### config.mk
export PLATFORM = sky130hd
export DESIGN_NAME = sdram_req_queue
export DESIGN_NICKNAME = d
export VERILOG_FILES = /design/src/rtl/sdram_pkg.sv /design/src/rtl/sync_fifo.sv /design/src/rtl/sdram_req_queue.sv
export SDC_FILE = /design/constraint.sdc
export NUM_CORES = 1
export LEC_CHECK = 0
export ABC_AREA = 1
export ABC_CLOCK_PERIOD_IN_PS = 10720
export CAP_MARGIN = 20
export CORE_MARGIN = 5
export CORE_UTILIZATION = 23
export CTS_BUF_LIST = sky130_fd_sc_hd__clkbuf_4 sky130_fd_sc_hd__clkbuf_8
export DETAILED_ROUTE_END_ITERATION = 10
export DONT_BUFFER_PORTS = 1
export HOLD_SLACK_MARGIN = 0.1
export PLACE_DENSITY = 0.47
export SLEW_MARGIN = 15
export SYNTH_ARGS = -nofsm -noshare
export SYNTH_HDL_FRONTEND = slang
export SYNTH_SLANG_ARGS = --single-unit
### constraint.sdc
create_clock -name clk -period 10.72 [get_ports clk]
set_clock_uncertainty 0.2 [all_clocks]
set_input_delay 1.072 -clock clk [delete_from_list [all_inputs] [get_ports clk]]
set_output_delay 1.072 -clock clk [all_outputs]
set_load 0.005 [all_outputs]
### src/rtl/sdram_pkg.sv
// Shared types for the SDRAM request queue: request record, width defaults,
// and the issue sequencer state encoding.
package sdram_pkg;

    localparam int ADDR_W_DEF = 26;
    localparam int DATA_W_DEF = 16;

    // One queued request: {chip, bank[1:0], row[12:0], col[9:0]} address.
    typedef struct packed {
        logic                  we;
        logic [ADDR_W_DEF-1:0] addr;
        logic [DATA_W_DEF-1:0] wdata;
    } mem_req_t;

    typedef enum logic [1:0] {
        ST_IDLE    = 2'd0,
        ST_ISSUE   = 2'd1,
        ST_RD_WAIT = 2'd2
    } state_t;

endpackage

### src/rtl/sync_fifo.sv
// Single-clock in-order FIFO. Caller guarantees no push when full and no pop
// when empty; full/empty are derived from the registered count.
module sync_fifo #(
    parameter int DEPTH = 8,
    parameter int WIDTH = 8
) (
    input  logic                       clk,
    input  logic                       reset_n,
    input  logic                       push,
    input  logic [WIDTH-1:0]           din,
    input  logic                       pop,
    output logic [WIDTH-1:0]           dout,
    output logic                       full,
    output logic                       empty,
    output logic [$clog2(DEPTH+1)-1:0] count
);

    localparam int AW    = $clog2(DEPTH);
    localparam int CNT_W = $clog2(DEPTH + 1);

    logic [WIDTH-1:0] mem [DEPTH];
    logic [AW-1:0]    wr_ptr;
    logic [AW-1:0]    rd_ptr;

    // Storage carries no reset; contents are only meaningful below count.
    always_ff @(posedge clk) begin
        if (push) mem[wr_ptr] <= din;
    end

    // Pointers wrap naturally at DEPTH (power of two); push+pop keeps count.
    always_ff @(posedge clk or negedge reset_n) begin
        if (!reset_n) begin
            wr_ptr <= '0;
            rd_ptr <= '0;
            count  <= '0;
        end else begin
            if (push) wr_ptr <= wr_ptr + AW'(1);
            if (pop)  rd_ptr <= rd_ptr + AW'(1);
            if (push && !pop)      count <= count + CNT_W'(1);
            else if (pop && !push) count <= count - CNT_W'(1);
        end
    end

    assign dout  = mem[rd_ptr];
    assign full  = (count == CNT_W'(DEPTH));
    assign empty = (count == '0);

endmodule

### src/rtl/sdram_req_queue.sv
// Request buffer and issue sequencer in front of the SDRAM controller.
// One request outstanding at a time keeps reads coherent with earlier writes.
module sdram_req_queue
    import sdram_pkg::*;
#(
    parameter int DEPTH      = 8,
    parameter int ADDR_W     = ADDR_W_DEF,
    parameter int DATA_W     = DATA_W_DEF,
    parameter int RD_TIMEOUT = 64
) (
    input  logic              clk,
    input  logic              reset_n,
    input  logic              req_valid,
    output logic              req_ready,
    input  logic              req_we,
    input  logic [ADDR_W-1:0] req_addr,
    input  logic [DATA_W-1:0] req_wdata,
    output logic              rsp_valid,
    output logic [DATA_W-1:0] rsp_data,
    output logic              rsp_err,
    output logic              mem_read,
    output logic              mem_write,
    output logic [ADDR_W-1:0] mem_addr,
    output logic [DATA_W-1:0] mem_wdata,
    input  logic              mem_done,
    input  logic [DATA_W-1:0] mem_rdata,
    input  logic              mem_rdata_val,
    output logic              busy,
    output logic              stray_rdata
);

    localparam int CNT_W = $clog2(DEPTH + 1);
    localparam int TMO_W = $clog2(RD_TIMEOUT);
    localparam logic [TMO_W-1:0] TMO_LAST = TMO_W'(RD_TIMEOUT - 1);

    state_t            state, state_n;
    mem_req_t          push_req, head_req;
    logic              fifo_full, fifo_empty, push, pop;
    logic [CNT_W-1:0]  fifo_count;
    logic [TMO_W-1:0]  tmo_cnt, tmo_n;
    logic              mem_read_n, mem_write_n, rsp_valid_n, rsp_err_n, stray_n;
    logic              rd_taken;
    logic [ADDR_W-1:0] mem_addr_n;
    logic [DATA_W-1:0] mem_wdata_n, rsp_data_n;

    assign push_req  = '{we: req_we, addr: req_addr, wdata: req_wdata};
    assign req_ready = !fifo_full;
    assign push      = req_valid && req_ready;
    assign busy      = (state != ST_IDLE) || (fifo_count != '0);

    sync_fifo #(
        .DEPTH (DEPTH),
        .WIDTH ($bits(mem_req_t))
    ) u_fifo (
        .clk     (clk),
        .reset_n (reset_n),
        .push    (push),
        .din     (push_req),
        .pop     (pop),
        .dout    (head_req),
        .full    (fifo_full),
        .empty   (fifo_empty),
        .count   (fifo_count)
    );

    // State register.
    always_ff @(posedge clk or negedge reset_n) begin
        if (!reset_n) state <= ST_IDLE;
        else          state <= state_n;
    end

    // Next state, pop, and next values for the registered controller/response outputs.
    always_comb begin
        state_n     = state;
        pop         = 1'b0;
        mem_read_n  = mem_read;
        mem_write_n = mem_write;
        mem_addr_n  = mem_addr;
        mem_wdata_n = mem_wdata;
        tmo_n       = tmo_cnt;
        rsp_valid_n = 1'b0;
        rsp_err_n   = 1'b0;
        rsp_data_n  = rsp_data;
        rd_taken    = 1'b0;
        case (state)
            ST_IDLE: begin
                if (!fifo_empty) begin
                    pop         = 1'b1;
                    mem_addr_n  = head_req.addr;
                    mem_wdata_n = head_req.wdata;
                    mem_write_n = head_req.we;
                    mem_read_n  = !head_req.we;
                    state_n     = ST_ISSUE;
                end
            end
            ST_ISSUE: begin
                if (mem_done) begin
                    mem_read_n  = 1'b0;
                    mem_write_n = 1'b0;
                    tmo_n       = '0;
                    if (mem_write) begin
                        state_n = ST_IDLE;
                    end else if (mem_rdata_val) begin
                        // Data arriving on the done edge counts as the read response.
                        rd_taken    = 1'b1;
                        rsp_valid_n = 1'b1;
                        rsp_data_n  = mem_rdata;
                        state_n     = ST_IDLE;
                    end else begin
                        state_n = ST_RD_WAIT;
                    end
                end
            end
            ST_RD_WAIT: begin
                if (mem_rdata_val) begin
                    rd_taken    = 1'b1;
                    rsp_valid_n = 1'b1;
                    rsp_data_n  = mem_rdata;
                    state_n     = ST_IDLE;
                end else if (tmo_cnt == TMO_LAST) begin
                    rsp_valid_n = 1'b1;
                    rsp_err_n   = 1'b1;
                    rsp_data_n  = '0;
                    state_n     = ST_IDLE;
                end else begin
                    tmo_n = tmo_cnt + TMO_W'(1);
                end
            end
            default: state_n = ST_IDLE;
        endcase
        stray_n = stray_rdata || (mem_rdata_val && !rd_taken);
    end

    // Registered controller strobes, response pulse, timeout count and sticky stray flag.
    always_ff @(posedge clk or negedge reset_n) begin
        if (!reset_n) begin
            mem_read    <= 1'b0;
            mem_write   <= 1'b0;
            mem_addr    <= '0;
            mem_wdata   <= '0;
            tmo_cnt     <= '0;
            rsp_valid   <= 1'b0;
            rsp_err     <= 1'b0;
            rsp_data    <= '0;
            stray_rdata <= 1'b0;
        end else begin
            mem_read    <= mem_read_n;
            mem_write   <= mem_write_n;
            mem_addr    <= mem_addr_n;
            mem_wdata   <= mem_wdata_n;
            tmo_cnt     <= tmo_n;
            rsp_valid   <= rsp_valid_n;
            rsp_err     <= rsp_err_n;
            rsp_data    <= rsp_data_n;
            stray_rdata <= stray_n;
        end
    end

endmodule

==> out/qor.txt <==
Worst path bufs/invs = 2
Share of post-route cells with drive strength above 1 = 10.2%
Slew Limit Fails = 0
# clock sinks = 425
MaxCap Viol Count = 0
Synth async-reset ratio = 19.1%
Wire length per cell = 17.0 um
Final Util = 26.5%
Number of synthesized flops with an enable pin = 344
Global-route wire length before repair = 68,700 um
Final period util = 28.8%
Critical Path RT = 11.06 ns
Comb power frac = 30.8%
Critical path type = reg -> reg
Synth area leaders = edfxtp_1, nand2_1, dfrtp_1
Critical R2R Launch = u_fifo.rd_ptr[0]
Post-synth top area cell = edfxtp_1
Setup tns final = 0 ns
Antenna-violating nets left = 0
Skew-Pair Late Insertion Delay = 0.64 ns
Final Hold Viols = 0
Max Freq = 324 MHz
Delay-heaviest family, CP = buffers and inverters
TritonCTS Buffers = 72
Hold Crit Class = in -> async
Critical-path maximum fanout = 91
Synth Cell Area = 17,600 sq um
Cell mode on critical path = nand2_1
Seq cells post-synth = 425
Largest net degree at the start of global routing = 92
Final setup fails = 0
Status = complete, no violations
Die Y = 286 um
Post-Syn Nets = 1,725
Mean Syn Cell Area = 10.6 sq um
Initial antenna violation count = 1
Vias in the first global route = 10,900
Pre-antenna DRT Iters = 5
Ys flop type = edfxtp_1
Synth warnings = 0
Relative slew slack = 29.8%
GRT Residual Overflow = 0
Cell variety after synth = 32
Slowest CP cell = buf_4
Cts hold-fix bufs = 1
DPL Wire Length = 25,300 um
Clk slew on worst S/H paths = 0.06 ns
CTS tree = done
Fin crit period = 3.09 ns
Die Span X = 286 um
Post-CTS setup buffers = 0
Worst-Margin Slew = 1.05 ns
DRC errors left = 0
# IOs = 129
Sequential area share after synthesis = 70.4%
Area of placed instances = 18,600 sq um
Layout Nets = 1,736
Placer Congestion = 0.721
Area growth from synthesis to layout = 14.6%
Root Driver = clkbuf_8
Reg2Reg Setup Slack = 7.63 ns
Footprint of the multi-input gates = 4420 sq um
Layout filler cell count = 7,906
Port bufs = 0
CTS resizes = 0
Critical R2R Capture = mem_addr[7]
Pwr Density = 278 nW/um^2
FF/Latch Area = 12,400 sq um
Post-synth top area share = 58.8%
Switching Share = 38.1%
Crit-path max cell delay = 0.93 ns
Crit. End Element = register
NetSw = 0.00213 W
Reg2Reg Depth = 8
Bufs on Longest Clock Path = 3
Overall Global Routing Usage = 10.9%
Maximum vdd drop = 0.117 mV
Vias per cell = 4.12
Pleak = 8.27 nW
H-Tree Depth = 3
Starting Density = 23.2%
Clock Power Share = 26.4%
Seq pwr share = 42.8%
WL final = 45,800 um
Startpoint types = register
WP data arrival = 3.43 ns
Via count = 11,100
Synthesized instance count = 1,651
Rows = 101
RSZ-0062 raised after global routing = no
CP cell instances = inv_6 > buf_4 > nand2_1 > nand2_1 > nand2_1 > nand3_1 > nand3_1 > nand2_1
1st-iter DRT viols = 750
Die area = 82,000 sq um
Core Region = 75,800 sq um
Pint = 0.00347 W
Post-route cell area = 20,100 sq um
## per-stage QoR
stage	setup slack (ns)	cells	hold slack [ns]	total power [W]
3_3_place_gp	7.40	2561	0.282	0.00413
6_report	7.63	2697	0.154	0.00560
5_1_grt	7.33	2697	0.152	0.00603
2_1_floorplan	6.84	1651	0.265	0.00361
3_5_place_dp	7.37	2563	0.290	0.00418
4_1_cts	7.53	2694	0.130	0.00570
## layout by cell type (no fill, tap or decap), drive strengths merged, types with 2 or more instances in the layout
cell,count
xnor2,3
xor2,5
edfxtp,344
ha,9
buf,17
or2,2
nand3,202
clkinv,11
dfrtp,81
clkbuf,114
o21ai,10
a21oi,2
nand2,769
nor2,23
inv,120
## cell type report
cell class / count / share of cell area (%)
antenna: 1 / 0.0124
clock buffer: 114 / 6.83
clock inverter: 16 / 0.460
inverter: 116 / 2.20
multi-input combinational: 1030 / 21.9
sequential: 425 / 61.5
tap: 978 / 6.08
timing repair buffer: 17 / 1.02
## power groups by stage
stage | Combinational, W | Clock (W) | Sequential (W)
3_3_place_gp | 0.00167 | 0 | 0.00246
2_1_floorplan | 0.00131 | 0 | 0.00229
5_1_grt | 0.00198 | 0.00161 | 0.00244
4_1_cts | 0.00175 | 0.00153 | 0.00242
6_report | 0.00172 | 0.00148 | 0.00239
3_5_place_dp | 0.00173 | 0 | 0.00245
## state kept, by name (all words and copies together), names as in the netlist
name	flops
rsp_valid	1
rsp_err	1
stray_rdata	1
u_fifo.count	4
u_fifo.wr_ptr	3
state	2
u_fifo.mem	344
mem_wdata	16
tmo_cnt	6
mem_write	1
mem_addr	26
u_fifo.rd_ptr	3
rsp_data	16
mem_read	1
## layer usage
| metal | global-route usage, % | wire (um) | vias up | share of wire (%) |
|---|---|---|---|---|
| li1 | - | - | 5444 | - |
| met5 | 0 | 0 | - | 0 |
| met4 | 2.86 | 932 | 0 | 2.0 |
| met3 | 3.97 | 3530 | 69 | 7.7 |
| met1 | 14.1 | 20300 | 5319 | 44 |
| met2 | 17.5 | 21100 | 279 | 46 |
## cell usage after synthesis (2+ instances only)
master and instances:
buf_1 4, buf_4 11, nand3_1 201, o21ai_0 5
dfrtp_1 81, buf_6 4, a21oi_1 2, o21ai_1 4
buf_2 40, inv_2 7, nand2_1 757, xnor2_1 3
clkbuf_1 21, ha_1 9, edfxtp_1 344, nor2_1 21
inv_1 108, nand2_2 11, xor2_1 5
## cells by family after synthesis
| kind of cell | synth area share [%] |
|---|---|
| AND/OR/NAND/NOR | 23.1 |
| flip-flops | 70.4 |
| buffers and inverters | 4.88 |
| AO/OA/AOI/OAI | 0.527 |
| adder cells (fa/ha/maj) | 0.755 |
| XOR/XNOR | 0.399 |
## worst max-delay path by stage
stage | cells after the start | to | from | slack [ns]
after detailed placement | 4 | u_fifo.mem[4][23] | req_valid | 7.37
after global placement | 4 | u_fifo.mem[4][26] | req_valid | 7.40
final | 8 | mem_addr[7] | u_fifo.rd_ptr[0] | 7.63
after floorplan | 3 | u_fifo.mem[0][0] | req_valid | 6.84
after global routing | 8 | mem_read | u_fifo.rd_ptr[0] | 7.33
after CTS | 8 | mem_addr[7] | u_fifo.rd_ptr[0] | 7.53
(Power assumes the default switching activity.)
